--- config.mk ---
export PLATFORM = sky130hd
export DESIGN_NAME = dot_product_accumulator
export DESIGN_NICKNAME = d
export VERILOG_FILES = /design/src/rtl/dot_product_accumulator.sv
export SDC_FILE = /design/constraint.sdc
export NUM_CORES = 1
export LEC_CHECK = 0
export ABC_AREA = 1
export ABC_CLOCK_PERIOD_IN_PS = 2700
export CORE_ASPECT_RATIO = 0.75
export CORE_UTILIZATION = 60
export DETAILED_ROUTE_END_ITERATION = 8
export DONT_BUFFER_PORTS = 1
export GPL_TIMING_DRIVEN = 0
export PLACE_DENSITY = 0.84
export SYNTH_ARGS = -nofsm -noshare
export SYNTH_HDL_FRONTEND = slang
export SYNTH_SLANG_ARGS = --single-unit
--- constraint.sdc ---
create_clock -name clk -period 2.7 [get_ports clk]
set_input_delay 0 -clock clk [delete_from_list [all_inputs] [get_ports clk]]
set_output_delay 0 -clock clk [all_outputs]
set_load 0.05 [all_outputs]
--- src/rtl/dot_product_accumulator.sv ---
// rtl/dot_product_accumulator.sv - sums DOT_LEN unsigned products into one dot-product element
module dot_product_accumulator #(
    parameter int PROD_W  = 64,
    parameter int DOT_LEN = 4,
    parameter int ACC_W   = 66
) (
    input  logic                         clk,
    input  logic                         rst_n,
    input  logic                         clear,
    input  logic                         in_valid,
    output logic                         in_ready,
    input  logic [PROD_W-1:0]            in_data,
    output logic                         out_valid,
    input  logic                         out_ready,
    output logic [ACC_W-1:0]             out_data,
    output logic [$clog2(DOT_LEN+1)-1:0] elem_cnt
);

    localparam int CNT_W = $clog2(DOT_LEN + 1);
    localparam logic [CNT_W-1:0] LAST_CNT = CNT_W'(DOT_LEN - 1);

    if (ACC_W < PROD_W + $clog2(DOT_LEN)) begin : g_acc_w_check
        $error("ACC_W too narrow for PROD_W and DOT_LEN");
    end
    if (DOT_LEN < 1 || DOT_LEN > 1024) begin : g_dot_len_check
        $error("DOT_LEN outside 1..1024");
    end

    typedef enum logic {
        ST_ACCUM,
        ST_HOLD
    } state_t;

    state_t            state_q, state_d;
    logic [ACC_W-1:0]  acc_q, acc_d;
    logic [CNT_W-1:0]  cnt_q, cnt_d;
    logic [ACC_W-1:0]  prod_ext;
    logic              accept;

    always_comb begin
        prod_ext  = ACC_W'(in_data);
        in_ready  = (state_q == ST_ACCUM) && !clear;
        accept    = in_valid && in_ready;
        out_valid = (state_q == ST_HOLD);
        out_data  = acc_q;
        elem_cnt  = cnt_q;

        state_d = state_q;
        acc_d   = acc_q;
        cnt_d   = cnt_q;

        // clear outranks a same-cycle handshake: the held result is dropped, not transferred
        if (clear) begin
            state_d = ST_ACCUM;
            acc_d   = '0;
            cnt_d   = '0;
        end else begin
            case (state_q)
                ST_ACCUM: begin
                    if (accept) begin
                        acc_d = (cnt_q == '0) ? prod_ext : acc_q + prod_ext;
                        cnt_d = cnt_q + 1'b1;
                        if (cnt_q == LAST_CNT) begin
                            state_d = ST_HOLD;
                        end
                    end
                end
                ST_HOLD: begin
                    // acc is left alone; the next first beat overwrites it
                    if (out_ready) begin
                        state_d = ST_ACCUM;
                        cnt_d   = '0;
                    end
                end
                default: begin
                    state_d = ST_ACCUM;
                end
            endcase
        end
    end

    always_ff @(posedge clk or negedge rst_n) begin
        if (!rst_n) begin
            state_q <= ST_ACCUM;
            acc_q   <= '0;
            cnt_q   <= '0;
        end else begin
            state_q <= state_d;
            acc_q   <= acc_d;
            cnt_q   <= cnt_d;
        end
    end

endmodule

# Word-level counts from Yosys, hierarchy flattened
# Cells that the tools add are included.
dict set report op_classes {
  addsub 2
  n_eq_ne 4
  muxes 13
  bitwise_logic 1
  reduce_logical 7
}
# cell n
set ops {}
lappend ops {{$mux W66} 4}
lappend ops {{$add A66 B64 Y66} 1}
lappend ops {{$mux W3} 3}
lappend ops {{$ne A3 B3 Y1 const B} 2}
lappend ops {{$pmux W3 S2} 1}
lappend ops {{$mux W1} 4}
lappend ops {{$reduce_and A2 Y1} 2}
lappend ops {{$add A3 B1 Y3 const B} 1}
lappend ops {{$eq A3 B2 Y1 const B} 1}
lappend ops {{$logic_not A3 Y1} 1}
lappend ops {{$logic_and A1 B1 Y1} 2}
lappend ops {{$ne A2 B2 Y1 const B} 1}
lappend ops {{$pmux W1 S2} 1}
lappend ops {{$reduce_bool A2 Y1} 1}
lappend ops {{$logic_not A1 Y1} 1}
lappend ops {{$not A1 Y1} 1}
dict set report totals {
  register_bits 70
  in_bits 69
  out_inout_bits 71
  word_cells 30
}

# Longest topological paths before layout
# Gate-level depths: netlist of run 1.
dict set report depth {
  ltp_word 6
  depth_mapped 17
  depth_no_buf 17
}

# Least setup slack after synthesis of run 1
# OpenSTA, ideal clock, no wires.
dict set report synth_path {
  path_kind {register -> register}
  start {reg state_q, in the netlist out_valid}
  end {reg acc_q[19], in the netlist out_data[19]}
  setup_ps 127
  t_arrival_ps 2260
  t_required_ps 2573
  setup_slack_ps 312
  stages_incl_launch_ff 9
  period_less_slack_ps 2388
  cell_sequence {dfrtp_1 -> nor2_1 -> nand2_2 -> inv_2 -> nor2_1 -> buf_2 -> buf_2 -> nand2_1 -> o21ai_0}
}
dict set report synth_via {
  elab_chain_len 5
  word_cells_on_any_way 6
  classes_between {eq/ne (1); bitwise (1); reduce/logical (4)}
}
# item line
set synth_lines {}
lappend synth_lines {{start: declaration} 34} ;# state_t state_q, state_d;
lappend synth_lines {{start signal: assignment} 88} ;# state_q <= state_d;
lappend synth_lines {{$not A1 Y1} --}
lappend synth_lines {{$logic_and A1 B1 Y1} 42} ;# in_ready = (state_q == ST_ACCUM) && !clear;
lappend synth_lines {{named net in_ready} 11} ;# output logic in_ready,
lappend synth_lines {{$logic_and A1 B1 Y1} 43} ;# accept = in_valid && in_ready;
lappend synth_lines {{$reduce_bool A2 Y1 (no line)} --}
lappend synth_lines {{$reduce_and A2 Y1 (no line)} --}
lappend synth_lines {{end signal: assignment} 85} ;# acc_q <= '0;
lappend synth_lines {{end signal: assignment} 89} ;# acc_q <= acc_d;
lappend synth_lines {{end: declaration} 35} ;# logic [ACC_W-1:0] acc_q, acc_d;
# The timed path passes the listed nets, and every way through them passes these cells.
# A chain may end at the register's enable or synchronous reset.

# Worst setup path after layout of run 1
dict set report layout_path {
  start {reg state_q, in the netlist out_valid}
  end {reg acc_q[20], in the netlist out_data[20]}
}
# The elaborated chain is that of the path after synthesis.

==> results of run 1 <==
registers in the layout, summed over array words and instances (netlist names):
name,cells
out_data,66
out_valid,1
elem_cnt,3
path summary, 6_finish.rpt:
check	depth (start not counted)	slack, ns	to
worst max-delay path	8	-0.05	out_data[20]
worst min-delay path	5	0.03	elem_cnt[1]
worst max register to register	8	-0.05	out_data[20]
worst min register to register	2	0.70	out_data[45]
max in group asynchronous	2	2.02	out_data[40]
min in group asynchronous	2	0.23	out_data[39]
logic make-up after synthesis:
logic type	count (synthesis)	share of synthesized area, %
flip-flops	70	18.85
buffers and inverters	374	15.18
AND/OR/NAND/NOR	1094	47.35
XOR/XNOR	24	2.261
AO/OA/AOI/OAI	129	7.121
adder cells (fa/ha/maj)	68	9.234
stage by stage:
| stage | util [%] | cell area (um^2) |
|---|---|---|
| 2_1_floorplan | - | 9295 |
| 3_3_place_gp | 64.55 | 9545 |
| 3_5_place_dp | 64.55 | 9545 |
| 4_1_cts | 71.76 | 10610 |
| 5_1_grt | 73.38 | 10850 |
| 6_report | 73.38 | 10850 |
metal layers:
metal | share of wire, % | global-route usage (%) | vias up | wire, um
met5 | 0 | 0 | - | 0
met4 | 2.8 | 10.75 | 0 | 1053
met3 | 18 | 19.05 | 125 | 6848
met2 | 38 | 66.17 | 898 | 14670
met1 | 41 | 63.65 | 5095 | 15590
li1 | - | - | 5450 | -
power by group through the flow:
| stage | logic (mW) | registers (mW) | clock network [mW] |
|---|---|---|---|
| final | 3.28 | 1.95 | 1.48 |
| after global routing | 3.56 | 1.97 | 1.50 |
| after global placement | 2.78 | 1.91 | 0 |
| after CTS | 2.96 | 1.91 | 1.46 |
| after floorplan | 2.05 | 1.87 | 0 |
| after detailed placement | 2.83 | 1.92 | 0 |
worst max-delay path, stage by stage (launching register included):
cell	delay (ns)
dfrtp_1	0.76
nor2_4	0.19
nand2_2	0.31
inv_2	0.17
nor2_1	0.30
buf_2	0.34
buf_2	0.32
nand2_1	0.12
o21ai_1	0.12
what timing repair did:
action / 4_1_cts / 5_1_grt
endpoints found under the hold margin: 136 / 0
setup endpoints to repair: 64 / 60
buffers inserted: 0 / 2
gates resized for setup: 13 / 99
pin swaps: 0 / 1
hold buffers: 68 / 0
cell type report:
type	count	area [um^2]	share of cell area, %
multi-input combinational	1315	6297	58.04
sequential	70	1823	16.80
tap	200	250.2	2.306
buffer	26	112.6	1.038
clock buffer	9	225.2	2.076
inverter	348	1306	12.04
antenna	1	2.502	0.02306
timing repair buffer	70	713.2	6.573
clock inverter	7	120.1	1.107
cell usage after synthesis:
cell / number / area share, %
clkbuf_1: 16 / 0.65
or2_2: 1 / 0.067
nor4_1: 3 / 0.20
nor3_2: 5 / 0.54
o21ai_1: 12 / 0.65
nand3b_2: 2 / 0.24
nand2_2: 9 / 0.61
nand2_1: 756 / 31
inv_2: 6 / 0.24
fa_1: 1 / 0.22
nand4_1: 3 / 0.20
nor2_1: 191 / 7.7
o21bai_1: 3 / 0.24
dfrtp_1: 70 / 19
o21ai_0: 59 / 3.2
nand3_2: 5 / 0.54
buf_2: 6 / 0.32
nand3_1: 92 / 5.0
nor2_2: 9 / 0.61
o211ai_1: 3 / 0.24
o22ai_1: 1 / 0.067
inv_1: 342 / 14
ha_1: 67 / 9.0
xnor2_1: 1 / 0.094
xor2_1: 23 / 2.2
nor3_1: 9 / 0.48
buf_1: 4 / 0.16
a21oi_1: 51 / 2.7
or3b_2: 1 / 0.094
nand3b_1: 3 / 0.24
and2_1: 2 / 0.13
or2_0: 2 / 0.13
and3_1: 1 / 0.067
==> qor.csv, run 1 <==
metric,value,unit
hold_class,in2reg,
tns,-0.2009,ns
failed_checks,setup timing,
post-route-period-util,101.8,%
cts_tree,done,
grt_pass1_vias,10450,
endpoint_kind,flop,
via_per_inst,5.654,
instances_no_fill,2046,
grt_usage,46.17,%
drc_errors,0,
layout_common_cells,"748 x nand2_1, 342 x inv_1, 178 x nor2_1, 91 x nand3_1, 67 x dlygate4sd3_1",
p_total,6.711,mW
p_sw_share,53.37,%
grt_max_degree,71,
drt-total-wl,38160,um
clock_path_buffers,2,
wl_per_cell,18.65,um
drive_gt1_share,8.889,%
vias,11570,
antenna_found_initial,2,
tightest_slew,0.7198,ns
status,"finished, violations left",
start_util,62.86,%
grt.overflow.total,0,
final_hold_viol_count,0,
criticalPathCategory,reg2reg,
dieArea,16000,um^2
cp.required,2.97,ns
insertion_delay,0.37,ns
ys_ff_latch,70,
synth_cell_types,33,
die_height,109.8,um
yosys_warnings,0,
skew,0.01410,ns
final-setup-viol-count,7,
critPathLaunchType,flop,
syn_avg_cell_area,5.284,um^2
preCtsSetupSlack,-0.2645,ns
syn_to_final_growth,16.73,%
dp_hpwl,27840,um
power_frac_seq,29.1,%
clkPwrFrac,22.0,%
nFillCells,1268,
clkTransAtPathRegs,0.07,ns
post-route-min-period,2.749,ns
final_common_cell,nand2_1,
antenna_left,0,
timing.fmax,363.8,MHz
drv_cap,0,
relSlewSlack,52.01,%
timing.rr.start,out_valid,
critPathArrivalTime,3.01,ns
cts_sinks,70,
syn-num-nets,1896,
cell_internal_pwr,3.130,mW
drt_iter0_drc,1552,
setup_ws,-0.04880,ns
core,14790,um^2
p_leak,6.426,nW
htree_levels,3,
holdWs,0.02642,ns
switchingPower,3.582,mW
crit_path_max_fanout,10,
die_width,145.7,um
slew_violations,0,
min_from,clear,
dp_cells,1959,
synth_area,9295,um^2
grt_pass1_wl,55140,um
std_cell_rows,38,
startpoint,out_valid,
drt_first_pass_iters,6,
seq_area_frac_synth,18.85,%
pwr-share-comb,48.9,%
netlist_instances,1759,
peakVddDrop,0.0004519,V
powerDensity,618.5,nW/um^2
final_nets,1977,
io_buffers,0,
cts-root-buf,clkbuf_16,
cts_buffers,9,
ios,140,
gp_congestion,1.057,
Note: power is estimated with default switching activity, not from simulation.
==> inputs of run 2 (changes only) <==
--- a/config.mk
+++ b/config.mk
@@ -8,6 +8,7 @@
 export ABC_AREA = 1
 export ABC_CLOCK_PERIOD_IN_PS = 2700
 export CORE_ASPECT_RATIO = 0.75
+export CORE_MARGIN = 3
 export CORE_UTILIZATION = 60
 export DETAILED_ROUTE_END_ITERATION = 8
 export DONT_BUFFER_PORTS = 1
==> run 2 against run 1 <==
The run now ends clean; global-route usage shrank 3.5 points; critical path depth rose by 6; maximum frequency rose by 2.3%; worst setup slack better by 0.062 ns; clock skew decreased by 0.0021 ns; non-clock buffer count down 1; critical path type unchanged; largest cell class unchanged.
==> qor.csv, run 2 (synthesis gave the netlist of run 1 again) <==
metric,value,unit
cp.required,2.94,ns
final_common_cell,nand2_1,
instances_no_fill,2044,
cts_sinks,70,
antenna_found_initial,1,
grt_pass1_wl,55430,um
critPathSlowestCell,dfrtp_2,
r2r_end,out_data[40],
skew,0.01203,ns
io_buffers,0,
p_leak,6.397,nW
timing.fmax,372.2,MHz
reg2regPathDepth,14,
design_area,10920,um^2
nFillCells,1242,
drt_iter0_drc,1575,
critPathLaunchType,flop,
std_cell_rows,38,
criticalPathCategory,reg2reg,
rsz0062_at_grt,true,
cp_slowest_stage_delay,0.54,ns
crit_family,simple AND/OR/NAND/NOR gates,
hold_class,in2reg,
die_height,113.8,um
syn_to_final_growth,17.47,%
wl_per_cell,18.94,um
crit_path_max_fanout,5,
dp_hpwl,28250,um
vias,11780,
hold_depth,4,
cts_tree,done,
final_hold_viol_count,0,
timing.rr.start,out_data[0],
relSlewSlack,51.18,%
grt_pass1_vias,10300,
post-route-period-util,99.52,%
dieArea,17040,um^2
ios,140,
via_per_inst,5.764,
placed_cell_area,9545,um^2
drt_first_pass_iters,8,
cts-root-buf,clkbuf_16,
peakVddDrop,0.0005509,V
start_util,62.86,%
cts_buffers,9,
endpoint_kind,flop,
antenna_left,0,
core,14790,um^2
grt.overflow.total,0,
post-route-min-period,2.687,ns
drive_gt1_share,9.599,%
critPathArrivalTime,2.93,ns
drv_cap,0,
clkTransAtPathRegs,0.07,ns
status,completed,
dp_cells,1959,
diodes,0,
cp_common_cell,nand2_1,
die_width,149.7,um
post_cts_buffers,0,
final-setup-viol-count,0,
drc_errors,0,
multi_input_area,6365,um^2
clock_path_buffers,2,
layout_common_cells,"747 x nand2_1, 342 x inv_1, 179 x nor2_1, 91 x nand3_1, 68 x dlygate4sd3_1",
drt-total-wl,38720,um
seq_area,1829,um^2
cp_num_buf_inv,0,
final_nets,1976,
whs_endpoint,out_data[12],
tightest_slew,0.7323,ns
largest_register_ffs,66,
htree_levels,3,
ff2ff_setup_slack,0.01,ns
grt_max_degree,71,
slew_violations,0,
grt_usage,42.66,%
gp_congestion,1.131,
insertion_delay,0.36,ns
min_from,in_data[12],
powerDensity,619.5,nW/um^2
crit_chain,ha_4 > fa_2 > nand2_1 > nand3_1 > nand3_1 > nand2_2 > nand2_2 > nand3_4 > nand2_1 > nand2_1 > nand2_1 > nand2_1 > o21ai_2 > nand2_1,
-- run 2: stage by stage --
| step | TNS, ns | setup WS, ns | hold slack (ns) | utilization (%) | total power [mW] |
|---|---|---|---|---|---|
| after floorplan | 0 | 0.3121 | -0.2956 | - | 3.924 |
| after global placement | -7.088 | -0.2264 | -0.2940 | 64.55 | 4.706 |
| after detailed placement | -9.222 | -0.2696 | -0.2939 | 64.55 | 4.766 |
| after CTS | 0 | 0.005996 | 0.007126 | 71.83 | 6.359 |
| after global routing | -0.1539 | -0.05573 | 0.03546 | 73.85 | 7.062 |
| final | 0 | 0.01302 | 0.01539 | 73.85 | 6.765 |
-- run 2: where the power goes --
group / switching [mW] / total (mW) / internal, mW / leakage [nW]
combinational: 2.28 / 3.29 / 1.01 / 5.40
sequential: 0.741 / 1.96 / 1.22 / 0.833
clock: 0.578 / 1.51 / 0.932 / 0.166
total: 3.60 / 6.76 / 3.17 / 6.40
-- run 2: worst max path at each step --
stage            startpoint           end  cells after the start  slack (ns)
2_1_floorplan     out_valid  out_data[19]                      8        0.31
3_3_place_gp      out_valid   out_data[0]                      6       -0.23
3_5_place_dp      out_valid   out_data[1]                      6       -0.27
4_1_cts        out_data[44]  out_data[49]                     10       0.006
5_1_grt         out_data[2]  out_data[47]                     14       -0.06
6_report        out_data[0]  out_data[40]                     14        0.01
-- run 2: area by class of cell --
class	count	area share [%]
inverters	348	11.96
repair buffers	69	6.486
clock inverters	5	0.9740
multi-input cells	1315	58.29
plain buffers	26	1.020
clock buffers	11	2.223
flip-flops and latches	70	16.75
well taps	200	2.292
-- run 2: routing by layer --
layer,wire [um],vias up,GRT usage [%],share of wire [%]
met5,62,-,2.059,0.16
met4,1451,4,12.86,3.7
met3,6795,147,18.23,18
met2,14820,961,57.41,38
met1,15590,5212,61.33,40
li1,-,5458,-,-
-- run 2: timing repair --
item                                    CTS  global route
hold buffers                             68             1
resized for setup                        15           112
endpoints found under the setup margin   64            60
pin swaps                                 0             0
cloned                                    0             0
hold endpoints to repair                136             1
-- run 2: worst register-to-register path, stage by stage (launching register included) --
cell     delay (ns)
dfrtp_2        0.54
ha_4           0.24
fa_2           0.38
nand2_1        0.11
nand3_1        0.08
nand3_1        0.12
nand2_2        0.15
nand2_2        0.12
nand3_4        0.14
nand2_1        0.10
nand2_1        0.12
nand2_1        0.11
nand2_1        0.09
o21ai_2        0.20
nand2_1        0.07
==> inputs of run 3 (changes only) <==
--- a/config.mk
+++ b/config.mk
@@ -5,7 +5,7 @@
 export SDC_FILE = /design/constraint.sdc
 export NUM_CORES = 1
 export LEC_CHECK = 0
-export ABC_AREA = 1
+export ABC_AREA = 0
 export ABC_CLOCK_PERIOD_IN_PS = 2700
 export CORE_ASPECT_RATIO = 0.75
 export CORE_MARGIN = 3
==> run 3 against run 2 <==
The run now ends with hold timing, setup timing left; largest cell class unchanged; via count shrank 24%; routed wire length is 16% lower; critical path type unchanged; synthesized cell count fell by 50%.
==> qor.csv, run 3 <==
metric,value,unit
status,"finished, violations left",
failed_checks,"hold timing, setup timing",
final-setup-viol-count,56,
ys.flop_type,dfrtp_1,
hold_class,in2reg,
timing.fmax,305.8,MHz
peakVddDrop,0.0005220,V
netlist_instances,871,
r2r_end,out_data[49],
grt.overflow.total,0,
synth_area,6905,um^2
holdWs,-0.0008628,ns
synthMuxAreaShare,0.4349,%
async_flop_share,100.0,%
layout_common_cells,"76 x a21oi_1, 71 x nand2_1, 70 x dlygate4sd3_1, 52 x dfrtp_2, 49 x o21ai_1",
critPathArrivalTime,3.49,ns
synth_cell_types,73,
clock_path_buffers,2,
setup_ws,-0.5705,ns
post-route-period-util,121.1,%
syn_avg_cell_area,7.928,um^2
grt_pass1_vias,8178,
grt_max_degree,71,
via_per_inst,7.848,
drt-total-wl,32440,um
hold_depth,3,
power_frac_seq,29.9,%
synth-compound-area-share,34.72,%
synth-xor-area-share,7.737,%
clkTransAtPathRegs,0.07,ns
relSlewSlack,38.65,%
dieArea,12850,um^2
drv_cap,0,
crit_end,out_data[49],
die_width,129.9,um
ios,140,
die_height,98.91,um
cts_sinks,70,
insertion_delay,0.35,ns
seq_area_frac_synth,25.37,%
drive_gt1_share,30.56,%
drt_iter0_drc,1811,
drt_first_pass_iters,9,
cts_buffers,9,
cts-root-buf,clkbuf_16,
ff2ff_setup_slack,-0.57,ns
start_util,62.40,%
yosysMostFrequentCell,a21oi_1,
io_buffers,0,
synth.top_cell.area_share,25.37,%
tightest_slew,0.9168,ns
pwr-share-comb,47.5,%
final_hold_viol_count,1,
switchingPower,2.852,mW
synthAdderAreaFrac,12.43,%
yosys_warnings,0,
skew,0.01055,ns
final_common_cell,a21oi_1,
crit_path_max_fanout,7,
cp.required,2.92,ns
htree_levels,3,
p_total,6.031,mW
ys_ff_latch,70,
startpoint,out_data[37],
synth_edf_count,0,
p_sw_share,47.29,%
endpoint_kind,flop,
grt_pass1_wl,43330,um
grt_usage,42.24,%
antenna_left,0,
diodes,0,
criticalPathCategory,reg2reg,
cell_internal_pwr,3.179,mW
rsz0062_at_grt,true,
cts_tree,done,
antenna_found_initial,0,
post-route-min-period,3.270,ns
synth_top_cell_by_area,dfrtp_1,
dp_hpwl,17810,um
final_nets,1140,
gp_congestion,0.9804,
synth_top_family_by_area,compound AO/OA/AOI/OAI gates,
synthSimpleGateAreaFrac,15.04,%
reg2regPathDepth,12,
core,11070,um^2
std_cell_rows,33,
syn-num-nets,1008,
largest_register_ffs,66,
p_leak,3.942,nW
drc_errors,0,
wl_per_cell,28.26,um
slew_violations,0,
syn_to_final_growth,42.31,%
vias,9009,
critPathLaunchType,flop,
powerDensity,613.7,nW/um^2
clkPwrFrac,22.6,%
tns,-16.20,ns
synth_area_leaders,"dfrtp_1 25%, ha_1 12%, a21oi_1 7.3%, o21ai_0 6.5%, a22oi_1 4.7%",
synthTopCellsByCount,"101 x a21oi_1, 89 x o21ai_0, 82 x nand2_1",
timing.rr.start,out_data[37],
## run 3: changes by cell type after synthesis, moves of 30 or more
cell and delta:
o21ai_0 +30, nand2_1 -674, nor2_1 -137, a22oi_1 +43
xnor2_1 +35, a21oi_1 +50, inv_1 -312, nand3_1 -75
## run 3: critical path, stage by stage, from the launching register on
cell,delay [ns]
dfrtp_4,0.59
ha_4,0.30
buf_2,0.21
nand4_1,0.19
nor3_2,0.42
nand4_1,0.28
o2111ai_2,0.22
or2_4,0.22
o211ai_1,0.12
buf_4,0.21
o21ai_4,0.15
xnor2_1,0.13
o21ai_1,0.08
## run 3: routing by layer
metal / GRT usage [%] / vias to the layer above / part of all wire, %
met4: 12.38 / 0 / 7.7
met3: 13.16 / 318 / 16
met2: 64.40 / 1082 / 41
met5: 0 / - / 0
met1: 57.75 / 4087 / 35
li1: - / 3522 / -
## run 3: worst min-delay path by stage
stage / from / endpoint / slack (ns)
floorplan: rst_n / elem_cnt[0] / -0.30
global placement: rst_n / out_data[11] / -0.29
detailed placement: rst_n / out_data[10] / -0.29
CTS: in_data[0] / out_data[0] / 0.0003
global route: in_data[0] / out_data[0] / 0.01
finish: in_data[0] / out_data[0] / -0.0009
## run 3: kinds of logic (layout without fill, tap and decap cells)
group / after synthesis / count (layout)
fa+ha+maj: 68 / 68
buf+inv: 74 / 211
xor+xnor: 61 / 61
flops: 70 / 70
simple gates: 224 / 224
compound gates: 371 / 371
mux: 3 / 3
## run 3: cell type report
type                    count  area [um^2]
multi-input cells         727         6021
flip-flops and latches     70         1828
fillers                   478         1239
repair buffers            127         1197
clock buffers              10        239.0
well taps                 140        175.2
plain buffers              38        168.9
inverters                  30        112.6
clock inverters             6        85.08
## run 3: stage by stage
stage               hold slack, ns  utilization [%]  instances  cell area (um^2)  setup WS (ns)
floorplan                  -0.2956                -        871              7101       0.001982
global placement           -0.2940            65.75       1011              7276        -0.7247
detailed placement         -0.2940            65.75       1011              7276        -0.6395
CTS                      0.0002897            83.49       1120              9239        -0.2519
global route               0.01300            88.81       1148              9827        -0.5822
finish                  -0.0008628            88.81       1148              9827        -0.5705
## run 3: power groups by stage
stage / combinational, mW / clock (mW) / sequential [mW]
final: 2.86 / 1.36 / 1.80
after detailed placement: 1.85 / 0 / 1.77
after global placement: 1.80 / 0 / 1.76
after floorplan: 1.45 / 0 / 1.72
after global routing: 2.97 / 1.37 / 1.81
after CTS: 2.30 / 1.33 / 1.77
## run 3: repair_timing
item / in CTS / in global routing
pin swaps: 60 / 77
setup endpoints to repair: 46 / 56
hold endpoints to repair: 138 / 0
gates resized for setup: 175 / 108
hold buffers: 71 / 0
buffers inserted: 25 / 32
